==> config.mk <==
export PLATFORM = sky130hd
export DESIGN_NAME = timer_seq_flat
export DESIGN_NICKNAME = d
export VERILOG_FILES = /design/src/rtl/timer_pkg.sv /design/src/rtl/timer_seq_if.sv /design/src/rtl/timer_seg_mem.sv /design/src/rtl/timer_seq.sv /design/src/flat_wrapper.sv
export SDC_FILE = /design/constraint.sdc
export NUM_CORES = 1
export LEC_CHECK = 0
export ABC_AREA = 1
export CORE_ASPECT_RATIO = 0.5
export CORE_MARGIN = 2
export CORE_UTILIZATION = 60
export DETAILED_ROUTE_END_ITERATION = 8
export PLACE_DENSITY_LB_ADDON = 0.2
export SLEW_MARGIN = 20
export SYNTH_ARGS = -nofsm -noshare
export SYNTH_HDL_FRONTEND = slang
export SYNTH_SLANG_ARGS = --single-unit
==> constraint.sdc <==
create_clock -name PCLK -period 3.52 [get_ports PCLK]
set_input_delay 0.704 -clock PCLK [delete_from_list [all_inputs] [get_ports PCLK]]
set_output_delay 0.704 -clock PCLK [all_outputs]
set_load 0.005 [all_outputs]
==> src/rtl/timer_pkg.sv <==
// Shared types and defaults for the timer segment sequencer.
package timer_pkg;

    // Sequencer FSM states
    typedef enum logic [1:0] {
        S_IDLE = 2'd0,
        S_LOAD = 2'd1,
        S_RUN  = 2'd2
    } state_t;

    // Default table geometry and segment entry field widths
    localparam int DEF_NSEG  = 8;
    localparam int DEF_CNT_W = 32;  // period (TOT) and duty field width
    localparam int DEF_RPT_W = 8;   // repeat field width

endpackage

==> src/rtl/timer_seq_if.sv <==
// Table-write, sequence-control and timer-drive signals of timer_seq.
interface timer_seq_if #(
    parameter int NSEG  = 8,
    parameter int IDX_W = 3,
    parameter int CNT_W = 32,
    parameter int RPT_W = 8
);
    logic             WR_EN;
    logic [IDX_W-1:0] WR_IDX;
    logic [CNT_W-1:0] WR_TOT;
    logic [CNT_W-1:0] WR_DUTY;
    logic [RPT_W-1:0] WR_RPT;
    logic [IDX_W:0]   SEG_NUM;
    logic             LOOP;
    logic             MODE_IN;
    logic             START;
    logic             STOP;
    logic             IRQ_TRG;
    logic             MODE;
    logic             GO_EN;
    logic [CNT_W-1:0] TOT_CNT;
    logic [CNT_W-1:0] DUTY_CNT;
    logic             BUSY;
    logic [IDX_W-1:0] SEG_IDX;
    logic             DONE;

    // Register-block / timer side
    modport master (
        output WR_EN, WR_IDX, WR_TOT, WR_DUTY, WR_RPT, SEG_NUM, LOOP,
               MODE_IN, START, STOP, IRQ_TRG,
        input  MODE, GO_EN, TOT_CNT, DUTY_CNT, BUSY, SEG_IDX, DONE
    );

    // Sequencer side
    modport slave (
        input  WR_EN, WR_IDX, WR_TOT, WR_DUTY, WR_RPT, SEG_NUM, LOOP,
               MODE_IN, START, STOP, IRQ_TRG,
        output MODE, GO_EN, TOT_CNT, DUTY_CNT, BUSY, SEG_IDX, DONE
    );
endinterface

==> src/rtl/timer_seg_mem.sv <==
// Segment table: NSEG entries of {tot, duty, rpt}, sync write, comb read.
module timer_seg_mem #(
    parameter int NSEG  = 8,
    parameter int IDX_W = 3,
    parameter int CNT_W = 32,
    parameter int RPT_W = 8
) (
    input  logic             clk,
    input  logic             rst_n,
    input  logic             wr_en,
    input  logic [IDX_W-1:0] wr_idx,
    input  logic [CNT_W-1:0] wr_tot,
    input  logic [CNT_W-1:0] wr_duty,
    input  logic [RPT_W-1:0] wr_rpt,
    input  logic [IDX_W-1:0] rd_idx,
    output logic [CNT_W-1:0] rd_tot,
    output logic [CNT_W-1:0] rd_duty,
    output logic [RPT_W-1:0] rd_rpt
);

    logic [NSEG-1:0][CNT_W-1:0] tot_q;
    logic [NSEG-1:0][CNT_W-1:0] duty_q;
    logic [NSEG-1:0][RPT_W-1:0] rpt_q;

    // Table storage; cleared on reset so a fresh start never sees stale segments
    always_ff @(posedge clk or negedge rst_n) begin
        if (!rst_n) begin
            tot_q  <= '0;
            duty_q <= '0;
            rpt_q  <= '0;
        end else if (wr_en) begin
            tot_q[wr_idx]  <= wr_tot;
            duty_q[wr_idx] <= wr_duty;
            rpt_q[wr_idx]  <= wr_rpt;
        end
    end

    assign rd_tot  = tot_q[rd_idx];
    assign rd_duty = duty_q[rd_idx];
    assign rd_rpt  = rpt_q[rd_idx];

endmodule

==> src/rtl/timer_seq.sv <==
// PWM segment sequencer: walks the segment table and drives one timer's
// MODE/GO_EN/TOT_CNT/DUTY_CNT, advancing on the timer's period-end pulse.
module timer_seq
    import timer_pkg::*;
#(
    parameter int NSEG  = DEF_NSEG,
    parameter int IDX_W = $clog2(NSEG),
    parameter int CNT_W = DEF_CNT_W,
    parameter int RPT_W = DEF_RPT_W
) (
    input  logic        PCLK,
    input  logic        PRESETn,
    timer_seq_if.slave  bus
);

    localparam logic [IDX_W:0] NSEG_V = (IDX_W+1)'(NSEG);

    state_t           state_q, state_d;
    logic [IDX_W-1:0] idx_q, idx_d;
    logic [RPT_W-1:0] rpt_q, rpt_d;
    logic [RPT_W-1:0] lim_q, lim_d;     // repeat limit of the active segment
    logic             mode_q, mode_d;
    logic             go_q, go_d;
    logic [CNT_W-1:0] tot_q, tot_d;
    logic [CNT_W-1:0] duty_q, duty_d;
    logic             busy_q, busy_d;
    logic [IDX_W-1:0] seg_q, seg_d;
    logic             done_q, done_d;

    logic [CNT_W-1:0] rd_tot, rd_duty;
    logic [RPT_W-1:0] rd_rpt;
    logic             seg_ok, last_seg;

    timer_seg_mem #(
        .NSEG(NSEG), .IDX_W(IDX_W), .CNT_W(CNT_W), .RPT_W(RPT_W)
    ) u_mem (
        .clk     (PCLK),
        .rst_n   (PRESETn),
        .wr_en   (bus.WR_EN),
        .wr_idx  (bus.WR_IDX),
        .wr_tot  (bus.WR_TOT),
        .wr_duty (bus.WR_DUTY),
        .wr_rpt  (bus.WR_RPT),
        .rd_idx  (idx_q),
        .rd_tot  (rd_tot),
        .rd_duty (rd_duty),
        .rd_rpt  (rd_rpt)
    );

    // SEG_NUM is sampled live, so a shrink below idx+1 also counts as last
    assign seg_ok   = (bus.SEG_NUM != '0) && (bus.SEG_NUM <= NSEG_V);
    assign last_seg = ({1'b0, idx_q} + (IDX_W+1)'(1)) >= bus.SEG_NUM;

    // State and registered outputs
    always_ff @(posedge PCLK or negedge PRESETn) begin
        if (!PRESETn) begin
            state_q <= S_IDLE;
            idx_q   <= '0;
            rpt_q   <= '0;
            lim_q   <= '0;
            mode_q  <= 1'b0;
            go_q    <= 1'b0;
            tot_q   <= '0;
            duty_q  <= '0;
            busy_q  <= 1'b0;
            seg_q   <= '0;
            done_q  <= 1'b0;
        end else begin
            state_q <= state_d;
            idx_q   <= idx_d;
            rpt_q   <= rpt_d;
            lim_q   <= lim_d;
            mode_q  <= mode_d;
            go_q    <= go_d;
            tot_q   <= tot_d;
            duty_q  <= duty_d;
            busy_q  <= busy_d;
            seg_q   <= seg_d;
            done_q  <= done_d;
        end
    end

    // Next state and next outputs; STOP beats IRQ_TRG beats START
    always_comb begin
        state_d = state_q;
        idx_d   = idx_q;
        rpt_d   = rpt_q;
        lim_d   = lim_q;
        mode_d  = mode_q;
        go_d    = go_q;
        tot_d   = tot_q;
        duty_d  = duty_q;
        busy_d  = busy_q;
        seg_d   = seg_q;
        done_d  = 1'b0;

        if (bus.STOP) begin
            state_d = S_IDLE;
            go_d    = 1'b0;
            busy_d  = 1'b0;
        end else begin
            case (state_q)
                S_IDLE: begin
                    go_d = 1'b0;
                    if (bus.START && seg_ok) begin
                        mode_d  = bus.MODE_IN;
                        idx_d   = '0;
                        rpt_d   = '0;
                        busy_d  = 1'b1;
                        state_d = S_LOAD;
                    end
                end
                // One GO_EN-low cycle so the timer restarts on every segment
                S_LOAD: begin
                    tot_d   = rd_tot;
                    duty_d  = rd_duty;
                    lim_d   = rd_rpt;
                    seg_d   = idx_q;
                    go_d    = 1'b1;
                    state_d = S_RUN;
                end
                S_RUN: begin
                    if (bus.IRQ_TRG) begin
                        if (rpt_q < lim_q) begin
                            rpt_d = rpt_q + RPT_W'(1);
                        end else if (!last_seg) begin
                            idx_d   = idx_q + IDX_W'(1);
                            rpt_d   = '0;
                            go_d    = 1'b0;
                            state_d = S_LOAD;
                        end else if (bus.LOOP) begin
                            idx_d   = '0;
                            rpt_d   = '0;
                            go_d    = 1'b0;
                            state_d = S_LOAD;
                        end else begin
                            go_d    = 1'b0;
                            busy_d  = 1'b0;
                            done_d  = 1'b1;
                            state_d = S_IDLE;
                        end
                    end
                end
                default: begin
                    go_d    = 1'b0;
                    busy_d  = 1'b0;
                    state_d = S_IDLE;
                end
            endcase
        end
    end

    assign bus.MODE     = mode_q;
    assign bus.GO_EN    = go_q;
    assign bus.TOT_CNT  = tot_q;
    assign bus.DUTY_CNT = duty_q;
    assign bus.BUSY     = busy_q;
    assign bus.SEG_IDX  = seg_q;
    assign bus.DONE     = done_q;

endmodule

==> src/flat_wrapper.sv <==
// flat-port wrapper written by rule: the top's interface ports become plain ports
module timer_seq_flat import timer_pkg::*;
#(
    parameter int NSEG  = DEF_NSEG,
    parameter int IDX_W = $clog2(NSEG),
    parameter int CNT_W = DEF_CNT_W,
    parameter int RPT_W = DEF_RPT_W
)
  (PCLK, PRESETn, bus_WR_EN, bus_WR_IDX, bus_WR_TOT, bus_WR_DUTY, bus_WR_RPT, bus_SEG_NUM, bus_LOOP, bus_MODE_IN, bus_START, bus_STOP, bus_IRQ_TRG, bus_MODE, bus_GO_EN, bus_TOT_CNT, bus_DUTY_CNT, bus_BUSY, bus_SEG_IDX, bus_DONE);
  timer_seq_if #(.NSEG(NSEG), .IDX_W(IDX_W), .CNT_W(CNT_W), .RPT_W(RPT_W)) bus_i ();
  input  logic PCLK;
  input  logic PRESETn;
  input wire logic [$bits(bus_i.WR_EN)-1:0] bus_WR_EN;
  input wire logic [$bits(bus_i.WR_IDX)-1:0] bus_WR_IDX;
  input wire logic [$bits(bus_i.WR_TOT)-1:0] bus_WR_TOT;
  input wire logic [$bits(bus_i.WR_DUTY)-1:0] bus_WR_DUTY;
  input wire logic [$bits(bus_i.WR_RPT)-1:0] bus_WR_RPT;
  input wire logic [$bits(bus_i.SEG_NUM)-1:0] bus_SEG_NUM;
  input wire logic [$bits(bus_i.LOOP)-1:0] bus_LOOP;
  input wire logic [$bits(bus_i.MODE_IN)-1:0] bus_MODE_IN;
  input wire logic [$bits(bus_i.START)-1:0] bus_START;
  input wire logic [$bits(bus_i.STOP)-1:0] bus_STOP;
  input wire logic [$bits(bus_i.IRQ_TRG)-1:0] bus_IRQ_TRG;
  output wire logic [$bits(bus_i.MODE)-1:0] bus_MODE;
  output wire logic [$bits(bus_i.GO_EN)-1:0] bus_GO_EN;
  output wire logic [$bits(bus_i.TOT_CNT)-1:0] bus_TOT_CNT;
  output wire logic [$bits(bus_i.DUTY_CNT)-1:0] bus_DUTY_CNT;
  output wire logic [$bits(bus_i.BUSY)-1:0] bus_BUSY;
  output wire logic [$bits(bus_i.SEG_IDX)-1:0] bus_SEG_IDX;
  output wire logic [$bits(bus_i.DONE)-1:0] bus_DONE;
  assign bus_i.WR_EN = bus_WR_EN;
  assign bus_i.WR_IDX = bus_WR_IDX;
  assign bus_i.WR_TOT = bus_WR_TOT;
  assign bus_i.WR_DUTY = bus_WR_DUTY;
  assign bus_i.WR_RPT = bus_WR_RPT;
  assign bus_i.SEG_NUM = bus_SEG_NUM;
  assign bus_i.LOOP = bus_LOOP;
  assign bus_i.MODE_IN = bus_MODE_IN;
  assign bus_i.START = bus_START;
  assign bus_i.STOP = bus_STOP;
  assign bus_i.IRQ_TRG = bus_IRQ_TRG;
  assign bus_MODE = bus_i.MODE;
  assign bus_GO_EN = bus_i.GO_EN;
  assign bus_TOT_CNT = bus_i.TOT_CNT;
  assign bus_DUTY_CNT = bus_i.DUTY_CNT;
  assign bus_BUSY = bus_i.BUSY;
  assign bus_SEG_IDX = bus_i.SEG_IDX;
  assign bus_DONE = bus_i.DONE;
  timer_seq #(.NSEG(NSEG), .IDX_W(IDX_W), .CNT_W(CNT_W), .RPT_W(RPT_W)) u_core (.PCLK(PCLK), .PRESETn(PRESETn), .bus(bus_i));
endmodule
Yosys cells after proc, flatten, opt, wreduce, memory -nomap -nowiden. Index checks and enable logic that the tools add are counted.

Memories: 0. Flip-flop bits (word level): 668. Bits in latches: 0. Bits of input ports: 87. Output and inout bits: 71. Logic and storage cells: 120. Memory bits (writable): 0. Bits in read-only memories: 0.

Reduce and logical (&&, ||, !) cells: 13. Magnitude comparators: 6. Bitwise gates (word level): 1. Divide/modulo/power cells: 0. Shift operators: 0. Eq/ne operators: 13. Multipliers: 0. $add $sub $neg: 3. Muxes and demuxes: 49.

Operators by type and width (count): 256-bit bitwise mux (2); 32-bit binary-select mux with 3-bit select (2); 32-bit demux with 3-bit select (1); 32-bit two-way mux (3); 64-bit bitwise mux (1); 8-bit two-way mux (7); 8-bit binary-select mux with 3-bit select (1); 8-bit demux with 3-bit select (1); 1-bit two-way mux (16); 8-bit one-hot mux with 2 select lines (1); 3-bit two-way mux (5); 3-bit inequality test, second input constant (4); 6-bit AND reduction (2); 2-bit two-way mux (5); 8-bit by 1-bit adder with 8-bit output, second input constant (1); 3-bit by 4-bit less-than comparator with 1-bit output, second input constant (2); 8-bit less-than comparator (1); 2-bit inequality test, second input constant (3); 3-bit by 2-bit inequality test with 1-bit output, second input constant (2); 2-bit one-hot mux with 3 select lines (1); 3-bit one-hot mux with 2 select lines (1); 3-bit AND reduction (2); 5-bit AND reduction (1); 3-bit by 1-bit adder with 4-bit output, second input constant (1); other kinds (16) (19).

Logic depth before layout (Yosys ltp).
Depth in word-level cells: 7. Depth in mapped cells: 17. Mapped depth without buffers: 14.

Modules after synthesis. A second synthesis with hierarchy kept.

Cells, all modules: 4328. Area total of the unflattened synthesis: 32017.0 um2.

Modules (own cells, without submodules): timer_seg_mem (area each 27986.8 um2, instances 1, cells an instance 3849, seq. area each 14413.8 um2); timer_seq (area each 4030.1 um2, instances 1, cells an instance 479, seq. area each 2302.2 um2).

Worst setup path before layout. Ideal clock, no wire load.

Path type: reg2reg. From: register u_core.idx_q[0]. To: register u_core.rpt_q[0]. Slack: 1089 ps. Data arrival time: 2366 ps. Buffers on the path: 4. Setup time: 65 ps. Clock period less this slack: 2431 ps. Required time: 3455 ps. Cell stages (with the launch flop): 15. Path through: dfrtp_1 > buf_2 > inv_2 > buf_4 > buf_6 > buf_2 > nor3_1 > ha_1 > a21oi_1 > nand3_1 > nand2_1 > inv_1 > a21oi_1 > nand2_1 > nand2_1.

Word-level cells in the longest chain between the ends: 6. Elaborated cells between the ends (all ways): 8.

RTL lines: from (decl) (line timer_seq.sv:19) `logic [IDX_W-1:0] idx_q, idx_d;`; from (signal assigned) (line timer_seq.sv:70) `idx_q <= idx_d;`; 3-bit by 1-bit adder with 4-bit output * (line timer_seq.sv:52) `assign last_seg = ({1'b0, idx_q} + (IDX_W+1)'(1)) >= bus.SEG_NUM;`; 4-bit >= comparator * (line timer_seq.sv:52); 8-bit two-way mux (line timer_seq.sv:126) `end else if (!last_seg) begin`; 8-bit two-way mux (line timer_seq.sv:124) `if (rpt_q < lim_q) begin`; 8-bit two-way mux (line timer_seq.sv:123) `if (bus.IRQ_TRG) begin`; 8-bit one-hot mux with 2 select lines (line timer_seq.sv:102) `case (state_q)`; to (signal assigned) (line timer_seq.sv:71) `rpt_q <= rpt_d;`; to (decl) (line timer_seq.sv:20) `logic [RPT_W-1:0] rpt_q, rpt_d;`.

Mark *: on every way between the ends. The rest lies on a longest branch, timed or not. The select of a mux whose other input is x is not followed. A chain may end at the register's enable or synchronous reset.

Worst setup path in the final report.
From: register u_core.idx_q[0]. To: register u_core.rpt_q[4].

The elaborated chain is that of the path after synthesis.

==> results.md <==
- Status: completed
- Max-slew violations: 0
- Routed wire length: ~72000 um
- Fmax achieved: between 300 and 400 MHz
- Syn Inst Count: around 3.3k
- Max-Cap Viols: 0
- Top post-synthesis cells by count: o21ai_0 (793), nand2_1 (790), dfrtp_1 (668), nor2_1 (381), o22ai_1 (144)
- Placer Congestion: ~0.84
- FF-to-FF End: u_core.rpt_q[4]
- Drt pass-1 iters: 6
- Worst skew pair latency: 0.60 ns
- Cell variety after synth: 25
- Synth warn: 0
- Clock skew: between 0.02 and 0.025 ns
- NumNets Final: approximately 3.4k
- RR Startpoint: u_core.idx_q[0]
- EDFF count, synth: 0
- Crit Path Class: reg -> reg
- Initial Util: about three fifths
- Port Buffers: roughly 160
- Met3 Wirelength: approximately 4600 um
- Worst Setup End Kind: flip-flop
- Slew @ Worst Pin: ~1.0 ns
- Setup TNS: 0 ns
- Worst EP arrival: 3.25 ns
- Share of the synthesized area in the top cell type: between 50% and 60%
- Final instance area: 32500 sq um
- Crit start category: flip-flop
- Worst R2R Path Depth: 10
- Top cells by area, synth: dfrtp_1 (58%), o21ai_0 (14%), nand2_1 (10%)
- CP Data Required Time: between 4 and 5 ns
- Post-route ant nets: 0
- Syn_area_per_cell: around 8.6 sq um
- Final period utilization: about 77%
- Remaining Overflow, GRT: 0
- Met1 Routed Length: 31500 um
- Finished Core Util: ~69%
- Synth Cell Area: around 29000 sq um
- CTS sink cnt: between 600 and 700
- Layout area overhead: 13.7%
- DR WL/cell: 17.8 um
- Root buffer cell: clkbuf_16
- RSZ-0062 raised after global routing: no
- Core area: between 40000 and 50000 sq um
- Final hold vios: 0
- CTS tree: yes
- Tmin final: 2.73 ns
- DR DRC count: 0
- Crit path max fanout: 48
- Routed vias/inst: around 5.9
- Starting DRT DRC Count: about 2.6k
- Peak supply drop: between 0.4 and 0.5 mV
- Htree depth: 2
- Syn Nets: approximately 3.4k
- Detailed Place HPWL: roughly 36000 um
- Total number of vias: 23.7k
- Filler instances: 3630
- Top-count cell post-synth: o21ai_0
- Area post-placement: 30600 sq um
- CTS resizes: 0
- Core Rows: 56
- Met2 WL: about 34000 um
- Ports: 158
- Pleak: 15.2 nW
- Die Width: around 310 um
- GR Util All Layers: about 29%
- Die Span Y: 158 um
- Die area: slightly below 50000 sq um
- Initial antenna violation count: 1
- Max Used Layer: met4
- Pin count of the biggest net entering global routing: between 150 and 200
- Clk slew on worst S/H paths: around 0.070 ns
- Vias in the first global route: approximately 23k
- FF+latch count, synth: between 600 and 700
- Num CTS Buffers: 56
- Final setup violation count: 0
- Share of cells above drive strength 1: approximately 4.5%
- Cts hold-fix bufs: 0
- Post-CTS Setup Bufs: 0
- Worst Hold Class: in -> async
- Top_reg_cell synth: dfrtp_1
- Global-route wire length before repair: between 100000 and 150000 um
- Power Dens Cells: ~700 nW/um^2
- Seq/Total Area, Yosys: 58.4%
- Clock Tree Buf Depth: 3
- Synth area leader: dfrtp_1
- FFs w/ async S/R, synth: 100%
- Slew Limit Headroom: 30.5%
- FF-to-FF setup slack: a little under 0.8 ns
==> final cells by class <==
class                      instances  area (sq um)  share of cell area, %
sequential                       668         16700                   51.4
tap                              638           798                   2.45
clock buffer                      80          1690                   5.21
clock inverter                    21           200                  0.615
multi-input combinational       2309         10500                   32.3
timing repair buffer             198          2180                   6.71
antenna                            1          2.50                0.00769
inverter                         112           430                   1.32
==> routing by layer <==
layer  vias up  global-route usage, %
met5         -                      0
met4         0                   8.00
met3       123                   3.88
met2       849                   48.7
met1     11622                   40.6
li1      11071                      -
==> how the worst max path moves through the flow <==
stage	start	end	slack, ns	depth (start not counted)
after detailed placement	bus_SEG_NUM[3]	u_core.rpt_q[2]	0.68	10
final	u_core.idx_q[0]	u_core.rpt_q[4]	0.79	10
after global placement	bus_SEG_NUM[3]	u_core.rpt_q[4]	0.79	10
after global routing	u_core.idx_q[0]	u_core.rpt_q[2]	0.52	10
after floorplan	u_core.idx_q[0]	u_core.rpt_q[0]	1.09	14
after CTS	u_core.idx_q[0]	u_core.rpt_q[4]	0.81	13
==> state kept, by name, indices dropped and copies added, names as in the netlist <==
signal               flops
u_core.state_q           2
u_core.u_mem.duty_q    256
u_core.bus.MODE          1
u_core.bus.DUTY_CNT     32
u_core.bus.DONE          1
u_core.bus.TOT_CNT      32
u_core.u_mem.tot_q     256
u_core.bus.BUSY          1
u_core.lim_q             8
u_core.idx_q             3
u_core.rpt_q             8
u_core.u_mem.rpt_q      64
u_core.bus.GO_EN         1
u_core.bus.SEG_IDX       3
==> worst max-delay path, cell delays in order (launching register included) <==
cell	delay [ns]
dfrtp_4	0.71
inv_8	0.20
nor3_1	0.24
ha_1	0.28
a21oi_1	0.20
nand3_1	0.20
nand2_1	0.10
inv_1	0.06
a21oi_1	0.48
nand2_1	0.12
nand2_1	0.08
==> layout by cell type (no fill, tap or decap), types with 16 or more instances in the layout <==
cell type / count
a21oi_1: 77
buf_12: 24
buf_4: 17
clkbuf_16: 58
clkbuf_8: 16
clkdlybuf4s50_1: 156
dfrtp_1: 666
inv_1: 106
nand2_1: 784
nand3_1: 82
nor2_1: 381
o21ai_0: 793
o22ai_1: 144
==> cells by family after synthesis <==
| logic type | Yosys count | share of synthesized area [%] |
|---|---|---|
| and+or+nand+nor | 1265 | 17.1 |
| AOI/OAI and AO/OA | 1024 | 18.6 |
| DFF | 668 | 58.4 |
| buffers and inverters | 350 | 5.11 |
| adders and majority gates | 13 | 0.568 |
| xor gates and xnor gates | 7 | 0.214 |
==> power breakdown <==
part	switching [mW]	internal [mW]	total, mW
sequential	1.02	9.36	10.4
combinational	3.14	2.36	5.50
clock	2.85	3.56	6.41
total	7.01	15.3	22.3
==> metrics by stage <==
step | hold WS [ns] | instances | power, mW | worst slack [ns]
floorplan | 0.408 | 3327 | 13.8 | 1.09
global placement | 0.461 | 3925 | 15.7 | 0.787
detailed placement | 0.465 | 3925 | 15.9 | 0.676
CTS | 0.0776 | 4026 | 22.3 | 0.812
global route | 0.0885 | 4027 | 23.6 | 0.524
finish | 0.0618 | 4027 | 22.3 | 0.793
Note: power is estimated with default switching activity, not from simulation.
